==> config.mk <==
export PLATFORM = sky130hd
export DESIGN_NAME = bcd_conv_sched
export DESIGN_NICKNAME = d
export VERILOG_FILES = /design/src/rtl/bcd_pkg.sv /design/src/rtl/bcd_dabble_step.sv /design/src/rtl/bcd_conv_sched.sv
export SDC_FILE = /design/constraint.sdc
export NUM_CORES = 1
export LEC_CHECK = 0
export BUFFER_PORTS_ARGS = -buffer_cell sky130_fd_sc_hd__clkbuf_2
export CAP_MARGIN = 30
export CORE_MARGIN = 1.5
export CORE_UTILIZATION = 63
export CTS_BUF_LIST = sky130_fd_sc_hd__clkbuf_4 sky130_fd_sc_hd__clkbuf_8
export CTS_CLUSTER_DIAMETER = 120
export CTS_CLUSTER_SIZE = 30
export DETAILED_ROUTE_END_ITERATION = 6
export PLACE_DENSITY = 0.93
export SETUP_SLACK_MARGIN = 0.02
export SYNTH_ARGS = -nofsm -noshare
export SYNTH_HDL_FRONTEND = slang
export SYNTH_SLANG_ARGS = --single-unit
==> constraint.sdc <==
create_clock -name clk -period 5 [get_ports clk]
set_input_delay 0.25 -clock clk [delete_from_list [all_inputs] [get_ports clk]]
set_output_delay 0.25 -clock clk [all_outputs]
set_load 0.1 [all_outputs]
==> src/rtl/bcd_pkg.sv <==
// rtl/bcd_pkg.sv - shared types and constants for the BCD conversion scheduler
package bcd_pkg;

    typedef enum logic {
        IDLE  = 1'b0,
        SHIFT = 1'b1
    } state_t;

    localparam int BIN_W   = 7;
    localparam int BCD_W   = 8;
    localparam int STEPS   = 7;
    localparam int SAT_MAX = 99;

endpackage

==> src/rtl/bcd_dabble_step.sv <==
// rtl/bcd_dabble_step.sv - one combinational shift-add-3 step of the binary to BCD conversion
module bcd_dabble_step
    import bcd_pkg::*;
(
    input  logic [BCD_W-1:0] acc,
    input  logic             msb,
    output logic [BCD_W-1:0] acc_nxt
);

    logic [3:0]       tens_adj;
    logic [3:0]       units_adj;
    logic [BCD_W-1:0] adj;

    // Correct each digit before the shift so it cannot leave the 0..9 range afterwards.
    always_comb begin
        tens_adj  = (acc[7:4] >= 4'd5) ? acc[7:4] + 4'd3 : acc[7:4];
        units_adj = (acc[3:0] >= 4'd5) ? acc[3:0] + 4'd3 : acc[3:0];
        adj       = {tens_adj, units_adj};
        acc_nxt   = (adj << 1) | {{(BCD_W-1){1'b0}}, msb};
    end

endmodule

==> src/rtl/bcd_conv_sched.sv <==
// rtl/bcd_conv_sched.sv - round-robin shared 7-bit binary to 2-digit BCD converter with per-channel result registers
module bcd_conv_sched
    import bcd_pkg::*;
#(
    parameter int N   = 4,
    parameter int IDW = 2
) (
    input  logic                 clk,
    input  logic                 resetn,
    input  logic [N-1:0]         req,
    input  logic [N*BIN_W-1:0]   bin,
    input  logic                 flush,
    output logic [N-1:0]         gnt,
    output logic                 busy,
    output logic                 done,
    output logic [IDW-1:0]       done_id,
    output logic [BCD_W-1:0]     bcd,
    output logic                 ovf,
    output logic [N*BCD_W-1:0]   bcd_all
);

    localparam logic [2:0] LAST_STEP = 3'(STEPS - 1);

    state_t           state;
    state_t           state_nxt;
    logic [IDW-1:0]   rr_ptr;
    logic [IDW-1:0]   id;
    logic [IDW-1:0]   winner;
    logic             found;
    logic             grant_en;
    logic             finish;
    logic [BIN_W-1:0] opnd;
    logic [BIN_W-1:0] win_opnd;
    logic [BCD_W-1:0] acc;
    logic [BCD_W-1:0] acc_nxt;
    logic [2:0]       cnt;
    logic             sat_flag;

    bcd_dabble_step u_step (
        .acc     (acc),
        .msb     (opnd[BIN_W-1]),
        .acc_nxt (acc_nxt)
    );

    // Scan starts one past the last winner, so the last winner has lowest priority.
    always_comb begin : arbiter
        int k;
        found    = 1'b0;
        winner   = '0;
        win_opnd = '0;
        k        = 0;
        for (int i = 1; i <= N; i++) begin
            k = int'(rr_ptr) + i;
            if (k >= N) begin
                k = k - N;
            end
            if (!found && req[k]) begin
                found    = 1'b1;
                winner   = IDW'(k);
                win_opnd = bin[k*BIN_W +: BIN_W];
            end
        end
    end

    always_comb begin : fsm
        state_nxt = state;
        grant_en  = 1'b0;
        finish    = 1'b0;
        case (state)
            IDLE: begin
                if (found && !flush) begin
                    grant_en  = 1'b1;
                    state_nxt = SHIFT;
                end
            end
            SHIFT: begin
                if (flush) begin
                    state_nxt = IDLE;
                end else if (cnt == LAST_STEP) begin
                    finish    = 1'b1;
                    state_nxt = IDLE;
                end
            end
            default: state_nxt = IDLE;
        endcase
    end

    assign busy = (state == SHIFT);

    always_ff @(posedge clk or negedge resetn) begin
        if (!resetn) begin
            state    <= IDLE;
            rr_ptr   <= IDW'(N - 1);
            id       <= '0;
            opnd     <= '0;
            acc      <= '0;
            cnt      <= '0;
            sat_flag <= 1'b0;
            gnt      <= '0;
            done     <= 1'b0;
            done_id  <= '0;
            bcd      <= '0;
            ovf      <= 1'b0;
            bcd_all  <= '0;
        end else begin
            state <= state_nxt;
            gnt   <= '0;
            done  <= 1'b0;

            if (grant_en) begin
                gnt    <= {{(N-1){1'b0}}, 1'b1} << winner;
                id     <= winner;
                rr_ptr <= winner;
                acc    <= '0;
                cnt    <= '0;
                // Out-of-range operands saturate so the result always fits two digits.
                if (win_opnd > BIN_W'(SAT_MAX)) begin
                    opnd     <= BIN_W'(SAT_MAX);
                    sat_flag <= 1'b1;
                end else begin
                    opnd     <= win_opnd;
                    sat_flag <= 1'b0;
                end
            end

            if (state == SHIFT && !flush) begin
                acc  <= acc_nxt;
                opnd <= {opnd[BIN_W-2:0], 1'b0};
                cnt  <= cnt + 3'd1;
            end

            if (finish) begin
                done                             <= 1'b1;
                bcd                              <= acc_nxt;
                done_id                          <= id;
                ovf                              <= sat_flag;
                bcd_all[int'(id)*BCD_W +: BCD_W] <= acc_nxt;
            end
        end
    end

endmodule

==> results of run 1 <==
area by class of cell:
cell class	instances	area (um2)
sequential	72	1810
inverter	20	75.1
clock buffer	9	124
clock inverter	7	60.1
multi-input combinational	710	6020
fill	986	3900
tap	172	215
timing repair buffer	109	621
worst paths after layout:
kind                                 from      end  slack [ns]  cells past startpoint
worst max-delay path            rr_ptr[0]  opnd[0]        0.88                      9
min in group clk                    flush     busy        0.38                      4
worst min register to register        ovf      ovf        0.49                      2
worst min-delay path               resetn   gnt[3]        0.09                      2
max in group asynchronous          resetn  opnd[0]        4.31                      2
worst max register to register  rr_ptr[0]  opnd[0]        0.88                      9
where the power goes:
group / internal (mW) / switching (mW) / total, mW
sequential: 0.668 / 0.0991 / 0.767
clock: 0.188 / 0.248 / 0.436
combinational: 2.13 / 3.17 / 5.30
cells in the final DEF (no fill, tap or decap), drive strengths merged, types with 4 or more instances in the layout:
cell type and n:
nor3 15, a31oi 7, o211ai 6, a211oi 12
buf 27, a41oi 5, and2 7, nor2 38
a221oi 6, a21o 4, a22oi 6, and3 4
inv 20, a2111oi 7, nand2b 14, nand3 23
o21ai 62, or2 6, a21oi 32, nand3b 5
mux2i 72, nand2 132, ha 20, clkbuf 91
a21boi 6, nor4 6, nor3b 8, nor2b 9
a211o 5, o311ai 6, mux2 35, mux4 78
clkinv 4, nand4 6, o31ai 15, o22ai 6
dfrtp 70
flip-flops by register name, indices dropped and copies added (netlist names), 2 cells and up:
register	cells
acc	8
bcd	8
bcd_all	32
cnt	3
done_id	2
gnt	4
id	2
opnd	7
rr_ptr	2
metrics by stage:
| stage | power [mW] | utilization (%) |
|---|---|---|
| finish | 6.51 | 69.6 |
| CTS | 6.30 | 69.6 |
| floorplan | 4.65 | - |
| global route | 6.77 | 69.6 |
| global placement | 5.84 | 68.1 |
| detailed placement | 5.86 | 68.2 |
critical path, delay by kind of cell, from the launching register on:
family	cells	cell delay, ns
mux	2	1.17
buf+inv	1	0.49
compound gates	6	1.44
flops	1	0.74
cells by family after synthesis:
kind of cell,count (synthesis),share of synthesized area (%)
simple gates,284,16.0
compound gates,216,17.8
mux,185,34.3
buf+inv,115,6.92
flops,72,21.5
fa+ha+maj,20,2.98
xor+xnor,3,0.313
other cells,2,0.0895
layer usage:
layer / part of all wire [%] / vias up / track usage [%]
li1: - / 3478 / -
met1: 34 / 3972 / 54.1
met2: 44 / 760 / 69.9
met3: 13 / 214 / 10.8
met4: 9.0 / 2 / 31.2
met5: 0.035 / - / 0
==> impl_metrics.ini, run 1 <==
[clock_tree]
cts_setup_buffers = 0
cts.sinks = 72
clock_latency_ns = 0.36
cts_buffers = 9
cts_tree = done
cts_max_path_buffers = 2
cts.clk_slew.worst_paths_ns = 0.09
h-tree-depth = 3
ctsResizeCount = 0
cts_hold_buf = 0
cts_root_buffer = clkbuf_8

[pwr]
max-vdd-ir-drop_v = 0.000424
p_leak_nw = 3.72
powerDensity_mw_per_mm2 = 729

[sta]
hold_violations = 0
layout_min_cycle_time_ns = 4.12
final.setup.tns_ns = 0
fin_worst_skew_ns = 0.0120
tightestPinTransition_ns = 0.959
setup_slack_ns = 0.885
fin_crit_sh_pct = 82.3
holdWs_ns = 0.0895
rsz0062_at_grt = false
slew_violations = 0
fmax_mhz = 243
setup_viol = 0
slew-limit-headroom_pct = 36.1

[outcome]
outcome = finished, violations left
violations = design-rule violations

[worst_setup_path]
worst_setup_path_end_kind = flip-flop
critPathKind = reg -> reg
cp.required_ns = 5.23
slowest_stage = mux2i_1
crit_arrival_ns = 4.34
start_kind = flip-flop
crit_path_max_incr_delay_ns = 0.79
cp_max_fo = 111
path_cells = buf_12 -> mux2i_1 -> mux4_2 -> o22ai_1 -> o21ai_1 -> o211ai_1 -> a221o_1 -> o311ai_4 -> a31oi_1

[global_routing]
grt_pass1_vias = 8076
gr-usage-all-layers_pct = 44.6
grt_pass1_wl_mm = 47.8
grt_overflow = 0
antenna_found_initial = 1
grt_start_max_net_pins = 112

[synthesis]
synthCells = 897
synth_cell_types = 88
synth_area_mm2 = 0.00839
syn_nets = 952
synth_top_cell_by_area = mux4_2
ys_seq_elements = 72
async_flop_share_pct = 100
ys.flop_type = dfrtp_1
ys_seq_area_share_pct = 21.5
post_synth.cell_area_avg_um2 = 9.36
synth_area_leaders = mux4_2, dfrtp_1, mux2i_1
yosysWarningCount = 0
synth.most_common_cell = nand2_1
synth_edf_count = 0
synth_top_area_share_pct = 20.9
yosys-top-cells-count = nand2_1, mux4_2, dfrtp_1, mux2i_1, o21ai_0

[placement]
port_buffers = 83
hpwl_mm = 22.6
pre_cts_ws_ns = 1.03
routabilityCongestion = 1.14
dp.cells = 1083
dpl_cell_area_mm2 = 0.00874

[drt]
wl_mm = 31.1
num_vias = 8426
ant_nets = 0
wl_per_cell_um = 28.3
dr.pass1.iters = 7
drtIter0Drc = 1163
vias_per_cell = 7.67
post-route-drc-count = 1

[floorplanning]
rows = 41
ioPinCount = 84
die_h_um = 118
fp.dieW_um = 118
start_util_pct = 65.5
core_mm2 = 0.0128
die-area_mm2 = 0.0140

[run]
maxCapViolations = 0

[cells_and_area]
drive_gt1_share_pct = 28.0
final_cell_count_no_fill = 1099
syn2layout_area_growth_pct = 6.35
stdcell_area_mm2 = 0.00893
diodes = 0
nNetsFinal = 977

[worst_hold_path]
hold_class = in -> async
(Power assumes the default switching activity.)
==> inputs of run 2 (changes only) <==
Settings changed: ABC_AREA set to 1, CORE_UTILIZATION 63 to 62.
Clock period 5 ns to 3.9 ns, I/O delays scaled along.
==> run 2 against run 1 <==
Against the previous run:
- the run still ends with design-rule violations left
- area after synthesis down 14%
- non-clock buffer count did not move
- synthesized cell count up 37%
- highest routed layer is now met4
==> impl_metrics.ini, run 2 <==
[outcome]
outcome = finished, violations left
violations = design-rule violations

[floorplanning]
rows = 39
die_h_um = 111
start_util_pct = 63.6
ioPinCount = 84
core_mm2 = 0.0114
fp.dieW_um = 111
die-area_mm2 = 0.0124

[sta]
tightestPinTransition_ns = 0.596
rsz0062_at_grt = false
hold_violations = 0
fin_worst_skew_ns = 0.0134
slew-limit-headroom_pct = 60.3
fin_crit_sh_pct = 91.6
fmax_mhz = 280
setup_viol = 0
slew_violations = 0
layout_min_cycle_time_ns = 3.57
final.setup.tns_ns = 0

[worst_hold_path]
hold_class = in -> reg
min_to = opnd[6]
hp-start = flush
hold_depth = 4

[clock_tree]
cts.sinks = 72
clock_latency_ns = 0.37
cts_setup_buffers = 0
cts.clk_slew.worst_paths_ns = 0.08
cts_max_path_buffers = 2
cts_buffers = 9
cts_root_buffer = clkbuf_8
cts_tree = done
h-tree-depth = 3

[global_routing]
grt_overflow = 0
grt_pass1_wl_mm = 40.8
antenna_found_initial = 0
gr-usage-all-layers_pct = 40.3
grt_pass1_vias = 8368
grt_start_max_net_pins = 55

[synthesis]
synth_edf_count = 0
yosysWarningCount = 0
synth_area_mm2 = 0.00726
synth.most_common_cell = nand2_1
syn_nets = 1281
synth_top_area_share_pct = 24.1
synthCells = 1226
synth_top_cell_by_area = dfrtp_1
synth_cell_types = 47
async_flop_share_pct = 100
post_synth.cell_area_avg_um2 = 5.92
ys_seq_elements = 72
ys_seq_area_share_pct = 24.9
ys.flop_type = dfrtp_1
synth_area_leaders = dfrtp_1, nand2_1, nand3_1
yosys-top-cells-count = nand2_1, nand3_1, o21ai_0

[drt]
wl_per_cell_um = 17.3
post-route-drc-count = 6
wl_mm = 24.9
vias_per_cell = 6.38
dr.pass1.iters = 7
num_vias = 9181
drtIter0Drc = 1577
ant_nets = 0

[placement]
port_buffers = 83
hpwl_mm = 18.3
routabilityCongestion = 1.17

[cells_and_area]
fillers = 993
final_cell_mix = nand2_1, nand3_1, o21ai_0
nNetsFinal = 1345
syn2layout_area_growth_pct = 9.43
final_common_cell = nand2_1
diodes = 0
top_register = bcd_all
largest_register_ffs = 32
drive_gt1_share_pct = 13.0
reg.largest.list = bcd_all x32, acc x8, bcd x8

[worst_setup_path]
worstReg2RegEnd = opnd[1]
ff2ff_path_depth = 18
start_kind = flip-flop
reg2reg_slack_ns = 0.33
critPathKind = reg -> reg
crit_arrival_ns = 3.83
r2r_start = rr_ptr[1]
worst_setup_path_end_kind = flip-flop
cp_max_fo = 21
cp.required_ns = 4.16
critPathLaunch = rr_ptr[1]

[run]
maxCapViolations = 0
[run 2: worst max-delay path: stages, from the launching register on]
cell and delay, ns:
dfstp_2 0.65, inv_1 0.16, ha_1 0.39, inv_2 0.06, nand2_1 0.07, nand2_2 0.27, buf_4 0.33, o21ai_0 0.47
nand2_1 0.10, nand3_1 0.09, o211ai_1 0.09, nand2_1 0.07, o211ai_1 0.18, nand2_1 0.12, nand2_1 0.07, a21oi_1 0.17
nand2_1 0.07, nand2_1 0.05, nand2_1 0.04
[run 2: logic make-up (layout without fill, tap and decap cells)]
family	count (synthesis)	after routing	synth area share [%]
flops	72	72	24.9
other cells	2	2	0.103
compound gates	258	258	20.4
simple gates	695	695	40.3
buf+inv	175	244	10.5
xor+xnor	4	4	0.483
fa+ha+maj	20	20	3.45
[run 2: worst max-delay path by stage]
stage / end / slack, ns / depth (start not counted)
after floorplan: opnd[1] / 0.99 / 22
after global placement: opnd[1] / 0.64 / 20
after CTS: opnd[1] / 0.51 / 20
after global routing: opnd[1] / 0.11 / 18
final: opnd[1] / 0.33 / 18
after detailed placement: opnd[1] / 0.53 / 20
[run 2: layout make-up]
type                            count  area [um2]  share of cell area, %
Inverter                          119         447                   5.62
Clock buffer                        9         124                   1.56
Clock inverter                      7        61.3                  0.772
Tap cell                          143         179                   2.25
Timing Repair Buffer              109         633                   7.97
Multi-Input combinational cell    979        4700                   59.1
Sequential cell                    72        1800                   22.7
[run 2: timing repair]
action                                 4_1_cts  5_1_grt
hold buffers                                 0        1
endpoints found under the hold margin        0       22
setup endpoints to repair                    0        0
gates resized for setup                      0        0
[run 2: per-stage QoR]
stage	hold WS, ns	util, %	setup WS, ns	cell area, um2	std cells
4_1_cts	0.00917	69.2	0.513	7910	1436
3_5_place_dp	0.397	67.6	0.527	7720	1420
3_3_place_gp	0.396	67.6	0.639	7720	1420
2_1_floorplan	-0.101	-	0.987	7260	1226
6_report	0.256	69.6	0.329	7940	1438
5_1_grt	0.299	69.6	0.110	7940	1438
[run 2: layer usage]
| layer | wire length, um | track usage, % | vias up |
|---|---|---|---|
| met2 | 10400 | 58.5 | 748 |
| met4 | 1270 | 18.1 | 0 |
| met5 | 0 | 0 | - |
| li1 | - | - | 4180 |
| met1 | 9220 | 53.3 | 4085 |
| met3 | 3970 | 15.1 | 168 |
Power of run 2 is not shown: default switching activity piles up to over one toggle a cycle in this logic, so the estimate is an artifact.
==> inputs of run 3 (changes only) <==
Settings changed: CORE_UTILIZATION 62 to 40, PLACE_DENSITY 0.93 to 0.67.
==> run 3 against run 2 <==
Against the previous run:
- global-route usage decreased by 11 points
- design area increased by 1.4%
- routed wire length grew 7.8%
- largest cell class unchanged
- setup slack better by 0.11 ns
- the run now ends clean
- flip-flop and latch count unchanged
- cell count up 6.0%
- critical path depth up 1
- utilization down 25 points
- via count down 6.9%
==> impl_metrics.ini, run 3 (synthesis results as in run 2) <==
[clock_tree]
cts_hold_buf = 1
cts_max_path_buffers = 2
cts.clk_slew.worst_paths_ns = 0.07
ctsResizeCount = 0
h-tree-depth = 3
cts_root_buffer = clkbuf_8
cts.sinks = 72
cts_setup_buffers = 0
cts_tree = done
cts_buffers = 9
clock_latency_ns = 0.34

[placement]
port_buffers = 83
routabilityCongestion = 1.06
hpwl_mm = 21.0

[sta]
fin_crit_sh_pct = 88.7
hold_violations = 0
rsz0062_at_grt = false
slew-limit-headroom_pct = 40.2
final.setup.tns_ns = 0
slew_violations = 0
layout_min_cycle_time_ns = 3.46
setup_viol = 0
tightestPinTransition_ns = 0.896
fmax_mhz = 289
fin_worst_skew_ns = 0.00686

[cells_and_area]
nNetsFinal = 1345
drive_gt1_share_pct = 13.0
syn2layout_area_growth_pct = 11.0
final_common_cell = nand2_1
diodes = 0
largest_register_ffs = 32
fillers = 1981
reg.largest.list = bcd_all x32, acc x8, bcd x8
top_register = bcd_all
final_cell_mix = nand2_1, nand3_1, o21ai_0

[worst_setup_path]
start_kind = flip-flop
cp.required_ns = 4.13
critPathKind = reg -> reg
crit_arrival_ns = 3.69
worst_setup_path_end_kind = flip-flop
cp_max_fo = 40

[floorplanning]
core_mm2 = 0.0179
die_h_um = 138
fp.dieW_um = 138
start_util_pct = 40.6
ioPinCount = 84
rows = 49
die-area_mm2 = 0.0190

[drt]
wl_per_cell_um = 17.6
wl_mm = 26.8
post-route-drc-count = 0
ant_nets = 0
num_vias = 8544
drtIter0Drc = 866
vias_per_cell = 5.61
dr.pass1.iters = 5

[global_routing]
grt_pass1_wl_mm = 42.1
antenna_found_initial = 0
grt_pass1_vias = 7805
grt_overflow = 0
gr-usage-all-layers_pct = 29.0
grt_start_max_net_pins = 55

[outcome]
outcome = finished clean

[worst_hold_path]
hold_class = in -> reg

[run]
maxCapViolations = 0
==> run 3: layer usage <==
| metal | vias to the layer above | routed length, um | GRT usage [%] |
|---|---|---|---|
| li1 | 4168 | - | - |
| met1 | 3940 | 12000 | 41.2 |
| met2 | 379 | 11800 | 45.0 |
| met3 | 57 | 1960 | 2.91 |
| met4 | 0 | 1060 | 11.9 |
| met5 | - | 0 | 0 |
==> run 3: area by class of cell <==
cell class | instances | area, um2 | share of cell area [%]
multi-input cells | 979 | 4700 | 58.3
flip-flops and latches | 72 | 1800 | 22.4
repair buffers | 109 | 626 | 7.77
inverters | 119 | 447 | 5.54
well taps | 229 | 287 | 3.56
clock buffers | 11 | 139 | 1.72
clock inverters | 5 | 58.8 | 0.730
==> run 3: worst paths after layout <==
kind | startpoint | end | slack [ns] | depth (start not counted)
max reg2reg | rr_ptr[1] | opnd[1] | 0.44 | 19
min in group asynchronous | resetn | bcd_all[5] | 0.50 | 2
max in group asynchronous | resetn | rr_ptr[1] | 2.38 | 3
min reg2reg | ovf | ovf | 0.48 | 2
min | flush | opnd[6] | 0.30 | 4
max | rr_ptr[1] | opnd[1] | 0.44 | 19
==> run 3: metrics by stage <==
stage	cell area, um2	utilization (%)	setup WS, ns	hold slack (ns)	std cells
CTS	8060	45.0	0.509	0.293	1524
global placement	7850	43.8	0.643	0.358	1507
detailed placement	7850	43.8	0.543	0.367	1507
global route	8060	45.0	0.106	0.327	1524
floorplan	7260	-	0.987	-0.101	1226
finish	8060	45.0	0.439	0.297	1524
==> run 3: critical path, cell delays in order (launching register included) <==
cell and delay [ns]:
dfstp_2 0.65, inv_1 0.18, ha_1 0.40, inv_2 0.10, buf_4 0.37, nand2_1 0.12
nand2_2 0.15, inv_1 0.09, nand2_1 0.21, nor2_1 0.09, nand3b_1 0.08, nand2_1 0.05
a21oi_1 0.14, nand2_1 0.07, a21oi_1 0.21, nand3_1 0.14, nand2_1 0.13, nand2_1 0.06
nand2_1 0.06, nand2_1 0.04
Power of run 3 is left out for the same reason.
